[config.mk]
export PLATFORM = sky130hd
export DESIGN_NAME = pipeline_hazard_ctrl_flat
export DESIGN_NICKNAME = d
export VERILOG_FILES = /design/src/rtl/pipeline_hazard_ctrl_pkg.sv /design/src/rtl/pipeline_hazard_ctrl_if.sv /design/src/rtl/pipeline_hazard_ctrl_sat_counter.sv /design/src/rtl/pipeline_hazard_ctrl.sv /design/src/flat_wrapper.sv
export SDC_FILE = /design/constraint.sdc
export NUM_CORES = 1
export LEC_CHECK = 0
export ABC_AREA = 1
export BUFFER_PORTS_ARGS = -buffer_cell sky130_fd_sc_hd__clkbuf_2
export CORE_MARGIN = 3
export CORE_UTILIZATION = 55
export CTS_BUF_LIST = sky130_fd_sc_hd__clkbuf_16
export DETAILED_ROUTE_END_ITERATION = 16
export MAX_ROUTING_LAYER = met4
export PLACE_DENSITY = 0.8
export SYNTH_ARGS = -nofsm -noshare
export SYNTH_HDL_FRONTEND = slang
export SYNTH_SLANG_ARGS = --single-unit
[constraint.sdc]
create_clock -name clk -period 5.08 [get_ports clk]
set_clock_uncertainty 0.1 [all_clocks]
set_input_delay 0.762 -clock clk [delete_from_list [all_inputs] [get_ports clk]]
set_output_delay 0.762 -clock clk [all_outputs]
set_load 0.02 [all_outputs]
[src/rtl/pipeline_hazard_ctrl_pkg.sv]
// rtl/pipeline_hazard_ctrl_pkg.sv - shared types and helpers for the RV32I hazard controller
package hazard_pkg;

    localparam int REG_ADDR_W = 5;

    typedef enum logic {
        ST_RUN     = 1'b0,
        ST_MC_WAIT = 1'b1
    } hz_state_e;

    // Operand source selects, shared with the EX-stage forwarding unit.
    typedef enum logic [1:0] {
        FWD_REGFILE = 2'b00,
        FWD_EX_MEM  = 2'b10,
        FWD_MEM_WB  = 2'b01
    } fwd_sel_e;

    function automatic logic load_use_hit(
        input logic                  mem_read,
        input logic [REG_ADDR_W-1:0] rd,
        input logic [REG_ADDR_W-1:0] rs1,
        input logic [REG_ADDR_W-1:0] rs2,
        input logic                  uses_rs1,
        input logic                  uses_rs2
    );
        return mem_read && (rd != '0) &&
               (((rd == rs1) && uses_rs1) || ((rd == rs2) && uses_rs2));
    endfunction

endpackage

[src/rtl/pipeline_hazard_ctrl_if.sv]
// rtl/pipeline_hazard_ctrl_if.sv - pipeline-side signal bundle for the hazard controller
interface pipeline_hazard_ctrl_if #(
    parameter int CNT_W = 16
);
    import hazard_pkg::*;

    logic [REG_ADDR_W-1:0] if_id_rs1;
    logic [REG_ADDR_W-1:0] if_id_rs2;
    logic                  if_id_uses_rs1;
    logic                  if_id_uses_rs2;
    logic                  id_ex_MemRead;
    logic [REG_ADDR_W-1:0] id_ex_RegisterRd;
    logic                  ex_branch_taken;
    logic                  ex_mc_start;
    logic                  ex_mc_done;

    logic                  pc_write;
    logic                  if_id_write;
    logic                  if_id_flush;
    logic                  id_ex_write;
    logic                  id_ex_flush;
    logic                  ex_mem_bubble;
    logic                  mc_busy;
    logic                  mc_timeout_err;
    logic [CNT_W-1:0]      stall_cycles;
    logic [CNT_W-1:0]      flush_count;

    modport master (
        output if_id_rs1, if_id_rs2, if_id_uses_rs1, if_id_uses_rs2,
               id_ex_MemRead, id_ex_RegisterRd, ex_branch_taken, ex_mc_start, ex_mc_done,
        input  pc_write, if_id_write, if_id_flush, id_ex_write, id_ex_flush, ex_mem_bubble,
               mc_busy, mc_timeout_err, stall_cycles, flush_count
    );

    modport slave (
        input  if_id_rs1, if_id_rs2, if_id_uses_rs1, if_id_uses_rs2,
               id_ex_MemRead, id_ex_RegisterRd, ex_branch_taken, ex_mc_start, ex_mc_done,
        output pc_write, if_id_write, if_id_flush, id_ex_write, id_ex_flush, ex_mem_bubble,
               mc_busy, mc_timeout_err, stall_cycles, flush_count
    );

endinterface

[src/rtl/pipeline_hazard_ctrl_sat_counter.sv]
// rtl/pipeline_hazard_ctrl_sat_counter.sv - saturating up-counter that holds at all-ones
module sat_counter #(
    parameter int CNT_W = 16
) (
    input  logic             clk,
    input  logic             rst_n,
    input  logic             inc,
    output logic [CNT_W-1:0] count
);

    logic [CNT_W-1:0] r_count;

    always_ff @(posedge clk or negedge rst_n) begin
        if (!rst_n) begin
            r_count <= '0;
        end else if (inc && (r_count != {CNT_W{1'b1}})) begin
            r_count <= r_count + CNT_W'(1);
        end
    end

    assign count = r_count;

endmodule

[src/rtl/pipeline_hazard_ctrl.sv]
// rtl/pipeline_hazard_ctrl.sv - stall/flush sequencer for load-use, taken branches and mul/div
module pipeline_hazard_ctrl
    import hazard_pkg::*;
#(
    parameter int CNT_W      = 16,
    parameter int MC_TIMEOUT = 64
) (
    input  logic                   clk,
    input  logic                   rst_n,
    pipeline_hazard_ctrl_if.slave  bus
);

    localparam int             TO_W    = $clog2(MC_TIMEOUT) + 1;
    localparam logic [TO_W-1:0] TO_LAST = TO_W'(MC_TIMEOUT - 1);

    hz_state_e        r_state;
    hz_state_e        w_next_state;
    logic [TO_W-1:0]  r_to_cnt;
    logic             r_timeout_err;

    logic             w_load_use;
    logic             w_pc_write;
    logic             w_if_id_write;
    logic             w_if_id_flush;
    logic             w_id_ex_write;
    logic             w_id_ex_flush;
    logic             w_ex_mem_bubble;
    logic             w_flush_inc;
    logic             w_to_expire;
    logic [CNT_W-1:0] w_stall_cnt;
    logic [CNT_W-1:0] w_flush_cnt;

    assign w_load_use = load_use_hit(bus.id_ex_MemRead, bus.id_ex_RegisterRd,
                                     bus.if_id_rs1, bus.if_id_rs2,
                                     bus.if_id_uses_rs1, bus.if_id_uses_rs2);

    always_ff @(posedge clk or negedge rst_n) begin
        if (!rst_n) begin
            r_state <= ST_RUN;
        end else begin
            r_state <= w_next_state;
        end
    end

    always_comb begin
        w_next_state    = r_state;
        w_pc_write      = 1'b1;
        w_if_id_write   = 1'b1;
        w_if_id_flush   = 1'b0;
        w_id_ex_write   = 1'b1;
        w_id_ex_flush   = 1'b0;
        w_ex_mem_bubble = 1'b0;
        w_flush_inc     = 1'b0;
        w_to_expire     = 1'b0;
        case (r_state)
            ST_RUN: begin
                if (bus.ex_branch_taken) begin
                    w_if_id_flush = 1'b1;
                    w_id_ex_flush = 1'b1;
                    w_flush_inc   = 1'b1;
                end else if (bus.ex_mc_start) begin
                    // A start with done in the same cycle is a single-cycle op.
                    if (!bus.ex_mc_done) begin
                        w_pc_write      = 1'b0;
                        w_if_id_write   = 1'b0;
                        w_id_ex_write   = 1'b0;
                        w_ex_mem_bubble = 1'b1;
                        w_next_state    = ST_MC_WAIT;
                    end
                end else if (w_load_use) begin
                    w_pc_write    = 1'b0;
                    w_if_id_write = 1'b0;
                    w_id_ex_flush = 1'b1;
                end
            end
            ST_MC_WAIT: begin
                if (bus.ex_mc_done) begin
                    w_next_state = ST_RUN;
                end else if (r_to_cnt == TO_LAST) begin
                    w_to_expire  = 1'b1;
                    w_next_state = ST_RUN;
                end else begin
                    w_pc_write      = 1'b0;
                    w_if_id_write   = 1'b0;
                    w_id_ex_write   = 1'b0;
                    w_ex_mem_bubble = 1'b1;
                end
            end
            default: w_next_state = ST_RUN;
        endcase
    end

    // Held at zero in RUN so every MC_WAIT entry starts a fresh count.
    always_ff @(posedge clk or negedge rst_n) begin
        if (!rst_n) begin
            r_to_cnt <= '0;
        end else if (r_state == ST_MC_WAIT) begin
            r_to_cnt <= r_to_cnt + TO_W'(1);
        end else begin
            r_to_cnt <= '0;
        end
    end

    always_ff @(posedge clk or negedge rst_n) begin
        if (!rst_n) begin
            r_timeout_err <= 1'b0;
        end else if (w_to_expire) begin
            r_timeout_err <= 1'b1;
        end
    end

    sat_counter #(.CNT_W(CNT_W)) u_stall_cnt (
        .clk   (clk),
        .rst_n (rst_n),
        .inc   (~w_pc_write),
        .count (w_stall_cnt)
    );

    sat_counter #(.CNT_W(CNT_W)) u_flush_cnt (
        .clk   (clk),
        .rst_n (rst_n),
        .inc   (w_flush_inc),
        .count (w_flush_cnt)
    );

    assign bus.pc_write       = w_pc_write;
    assign bus.if_id_write    = w_if_id_write;
    assign bus.if_id_flush    = w_if_id_flush;
    assign bus.id_ex_write    = w_id_ex_write;
    assign bus.id_ex_flush    = w_id_ex_flush;
    assign bus.ex_mem_bubble  = w_ex_mem_bubble;
    assign bus.mc_busy        = (r_state == ST_MC_WAIT);
    assign bus.mc_timeout_err = r_timeout_err;
    assign bus.stall_cycles   = w_stall_cnt;
    assign bus.flush_count    = w_flush_cnt;

endmodule

[src/flat_wrapper.sv]
// flat-port wrapper written by rule: the top's interface ports become plain ports
module pipeline_hazard_ctrl_flat import hazard_pkg::*;
#(
    parameter int CNT_W      = 16,
    parameter int MC_TIMEOUT = 64
)
  (clk, rst_n, bus_if_id_rs1, bus_if_id_rs2, bus_if_id_uses_rs1, bus_if_id_uses_rs2, bus_id_ex_MemRead, bus_id_ex_RegisterRd, bus_ex_branch_taken, bus_ex_mc_start, bus_ex_mc_done, bus_pc_write, bus_if_id_write, bus_if_id_flush, bus_id_ex_write, bus_id_ex_flush, bus_ex_mem_bubble, bus_mc_busy, bus_mc_timeout_err, bus_stall_cycles, bus_flush_count);
  pipeline_hazard_ctrl_if #(.CNT_W(CNT_W)) bus_i ();
  input  logic clk;
  input  logic rst_n;
  input wire logic [$bits(bus_i.if_id_rs1)-1:0] bus_if_id_rs1;
  input wire logic [$bits(bus_i.if_id_rs2)-1:0] bus_if_id_rs2;
  input wire logic [$bits(bus_i.if_id_uses_rs1)-1:0] bus_if_id_uses_rs1;
  input wire logic [$bits(bus_i.if_id_uses_rs2)-1:0] bus_if_id_uses_rs2;
  input wire logic [$bits(bus_i.id_ex_MemRead)-1:0] bus_id_ex_MemRead;
  input wire logic [$bits(bus_i.id_ex_RegisterRd)-1:0] bus_id_ex_RegisterRd;
  input wire logic [$bits(bus_i.ex_branch_taken)-1:0] bus_ex_branch_taken;
  input wire logic [$bits(bus_i.ex_mc_start)-1:0] bus_ex_mc_start;
  input wire logic [$bits(bus_i.ex_mc_done)-1:0] bus_ex_mc_done;
  output wire logic [$bits(bus_i.pc_write)-1:0] bus_pc_write;
  output wire logic [$bits(bus_i.if_id_write)-1:0] bus_if_id_write;
  output wire logic [$bits(bus_i.if_id_flush)-1:0] bus_if_id_flush;
  output wire logic [$bits(bus_i.id_ex_write)-1:0] bus_id_ex_write;
  output wire logic [$bits(bus_i.id_ex_flush)-1:0] bus_id_ex_flush;
  output wire logic [$bits(bus_i.ex_mem_bubble)-1:0] bus_ex_mem_bubble;
  output wire logic [$bits(bus_i.mc_busy)-1:0] bus_mc_busy;
  output wire logic [$bits(bus_i.mc_timeout_err)-1:0] bus_mc_timeout_err;
  output wire logic [$bits(bus_i.stall_cycles)-1:0] bus_stall_cycles;
  output wire logic [$bits(bus_i.flush_count)-1:0] bus_flush_count;
  assign bus_i.if_id_rs1 = bus_if_id_rs1;
  assign bus_i.if_id_rs2 = bus_if_id_rs2;
  assign bus_i.if_id_uses_rs1 = bus_if_id_uses_rs1;
  assign bus_i.if_id_uses_rs2 = bus_if_id_uses_rs2;
  assign bus_i.id_ex_MemRead = bus_id_ex_MemRead;
  assign bus_i.id_ex_RegisterRd = bus_id_ex_RegisterRd;
  assign bus_i.ex_branch_taken = bus_ex_branch_taken;
  assign bus_i.ex_mc_start = bus_ex_mc_start;
  assign bus_i.ex_mc_done = bus_ex_mc_done;
  assign bus_pc_write = bus_i.pc_write;
  assign bus_if_id_write = bus_i.if_id_write;
  assign bus_if_id_flush = bus_i.if_id_flush;
  assign bus_id_ex_write = bus_i.id_ex_write;
  assign bus_id_ex_flush = bus_i.id_ex_flush;
  assign bus_ex_mem_bubble = bus_i.ex_mem_bubble;
  assign bus_mc_busy = bus_i.mc_busy;
  assign bus_mc_timeout_err = bus_i.mc_timeout_err;
  assign bus_stall_cycles = bus_i.stall_cycles;
  assign bus_flush_count = bus_i.flush_count;
  pipeline_hazard_ctrl #(.CNT_W(CNT_W), .MC_TIMEOUT(MC_TIMEOUT)) u_core (.clk(clk), .rst_n(rst_n), .bus(bus_i));
endmodule
==> reports/qor.yml <==
synthesis:
  seq_area_frac_synth_pct: 39.8
  synth_area_leader_cell: "dfrtp_1"
  synthesis.area_um2: 2580
  synth_top_area_share_pct: 39.8
  synthTopCellsByArea: "dfrtp_1 (40%), nand2_1 (16%), inv_1 (6.1%)"
  syn_nets: 371
  ys_ff_latch: 41
  avgSynthCellArea_um2: 7.47
  synth.lib_cells_used.distinct: 28
  synthCells: 345
  ys_warn_count: 0
critical_path:
  crit_required_ps: 4220
  reg2reg_from: "u_core.u_stall_cnt.count[0]$_DFFE_PN0P_"
  timing.rr.end: "u_core.u_stall_cnt.count[3]$_DFFE_PN0P_"
  crit_type: "reg -> out"
  rr_worst_depth: 7
  worstSetupEndpointType: "primary output"
  cp-start-kind: "register"
  path_max_fanout: 19
  reg2reg_slack_ps: 3120
  cp.arrival_ps: 1920
floorplan:
  dieWidth_um: 74.5
  io_pins: 63
  fp-row-count: 24
  start_util_pct: 58.0
  core_um2: 4440
  die-area_um2: 5550
  die_y_um: 74.5
run_status:
  outcome: "finished clean"
timing:
  fin_ws_ps: 2300
  max-slew-margin-rel_pct: 33.2
  setup_tns_ps: 0
  tightestPinTransition_ps: 1000
  holdWs_ps: 387
  max_freq_ghz: 0.360
  slew_violations: 0
  finalCritPeriodShare_pct: 54.7
  finalHoldViolations: 0
  period_minus_slack_ps: 2780
  finalSetupViolations: 0
  rsz0062_at_grt: "no"
clock_network:
  cts_resized: 0
  root_buffer: "clkbuf_16"
  cts_buffer_depth: 2
  clk_pin_slew_ps: 60
  clock_sink_count: 41
  clk_latency_ps: 280
  cts_setup_buffers: 0
  ctsHoldBuffers: 0
  cts_made_buffers: 5
  htree_levels: 2
  cts_tree: "yes"
min_path:
  hold_class: "reg -> reg"
  whs_path_depth: 1
  hold_end: "u_core.r_to_cnt[0]$_DFF_PN0_"
  hold_start: "u_core.r_to_cnt[0]$_DFF_PN0_"
routing:
  wl_per_cell_um: 12.2
  routed_wl_mm: 5.63
  num_vias: 2368
  drt_pre_antenna_iters: 5
  route.detailed.drc: 0
  antenna_left: 0
  drt_iter0_markers: 131
  vias_per_cell: 5.14
finish:
  area_growth_pct: 20.1
  final_nets: 434
  antennaDiodeCount: 0
  drive_gt1_share_pct: 23.0
pwr:
  total_power_mw: 1.31
  pwr_density_cell_nw_per_um2: 422
  p_leak_nw: 1.66
  irDropWorstVdd_mv: 0.336
flow_run:
  cap_violations: 0
placement:
  place_ws_ps: 2370
  portBuffers: 62
  gp_congestion: 0.938
  place.detailed.hpwl_mm: 4.01
grt:
  antenna_found_initial: 0
  grt_pass1_vias: 2231
  grt_max_degree: 42
  grt_overflow: 0
  grt_pass1_wl_mm: 9.56
  grt_usage_pct: 22.7
## layer usage
metal  vias to the layer above  track usage (%)  part of all wire, %
li1                       1209                -                    -
met1                      1077             26.4                   43
met2                        78             38.7                   51
met3                         4             4.86                  5.1
met4                         0             7.51                 0.75
met5                         -                -                    0
## cell usage after synthesis, drive strengths merged
master  instances
buf             6
o21ai           9
nand2         121
nand3b          1
nand3          35
xor2           15
nand4           6
nor3            8
ha              3
o21bai          1
dfrtp          41
inv            43
a21oi           7
nor2           37
xnor2          12
## registers in the layout, summed over array words and instances (netlist names)
register	count
u_core.u_flush_cnt.count	16
u_core.r_to_cnt	7
u_core.bus.mc_timeout_err	1
u_core.u_stall_cnt.count	16
u_core.bus.mc_busy	1
## logic make-up after synthesis
family	share of synthesized area, %
AOI/OAI and AO/OA	3.83
DFF	39.8
adders and majority gates	1.46
xor gates and xnor gates	9.17
buffers and inverters	8.10
and+or+nand+nor	37.7
## cell type report
type,instances,area (um^2)
Fill cell,354,1350
Multi-Input combinational cell,255,1340
Sequential cell,41,1030
Timing Repair Buffer,62,310
Inverter,43,161
Clock buffer,5,125
Clock inverter,3,65.1
Tap cell,52,65.1
## worst max-delay path, stage by stage, from the launching register on
cell      delay (ps)
dfrtp_1          400
ha_1             240
nand2_1           90
nor2_2            60
nand2_2           90
nand2_2           60
a21oi_1          150
nand3_2          120
nand2_4          200
inv_1             80
clkbuf_2         160
## power by group
group / switching, mW / internal, mW / total (mW)
Clock: 0.125 / 0.280 / 0.406
Combinational: 0.268 / 0.142 / 0.410
Sequential: 0.102 / 0.388 / 0.490
Total: 0.495 / 0.811 / 1.31
## worst max-delay path by stage
stage / from / to / slack [ps] / depth (start not counted)
floorplan: bus_ex_mc_done / bus_pc_write / 2440 / 6
global placement: bus_id_ex_RegisterRd[4] / bus_pc_write / 2410 / 11
detailed placement: bus_id_ex_RegisterRd[3] / bus_pc_write / 2370 / 11
CTS: u_core.r_to_cnt[0]$_DFF_PN0_ / bus_pc_write / 2290 / 10
global route: u_core.r_to_cnt[0]$_DFF_PN0_ / bus_if_id_write / 2100 / 10
finish: u_core.r_to_cnt[0]$_DFF_PN0_ / bus_if_id_write / 2300 / 10
## layout by cell type, fill, tap and decap left out, types with 2 or more instances in the layout
| cell | count |
|---|---|
| a21oi_1 | 7 |
| bufinv_16 | 2 |
| clkbuf_16 | 5 |
| clkbuf_2 | 62 |
| dfrtp_1 | 41 |
| ha_1 | 3 |
| inv_1 | 42 |
| nand2_1 | 112 |
| nand2_2 | 6 |
| nand2_4 | 3 |
| nand3_1 | 31 |
| nand3_2 | 3 |
| nand4_1 | 5 |
| nor2_1 | 32 |
| nor2_2 | 3 |
| nor2_4 | 2 |
| nor3_1 | 5 |
| nor3_2 | 3 |
| o21ai_0 | 4 |
| o21ai_1 | 4 |
| xnor2_1 | 12 |
| xor2_1 | 15 |
## through the flow
stage	std cells	utilization [%]	cell area [um^2]
final	461	69.7	3100
after global routing	461	69.7	3100
after CTS	461	69.7	3100
after detailed placement	453	65.4	2910
after global placement	453	65.4	2910
after floorplan	345	-	2580
Power figures use the tool's default switching activity.
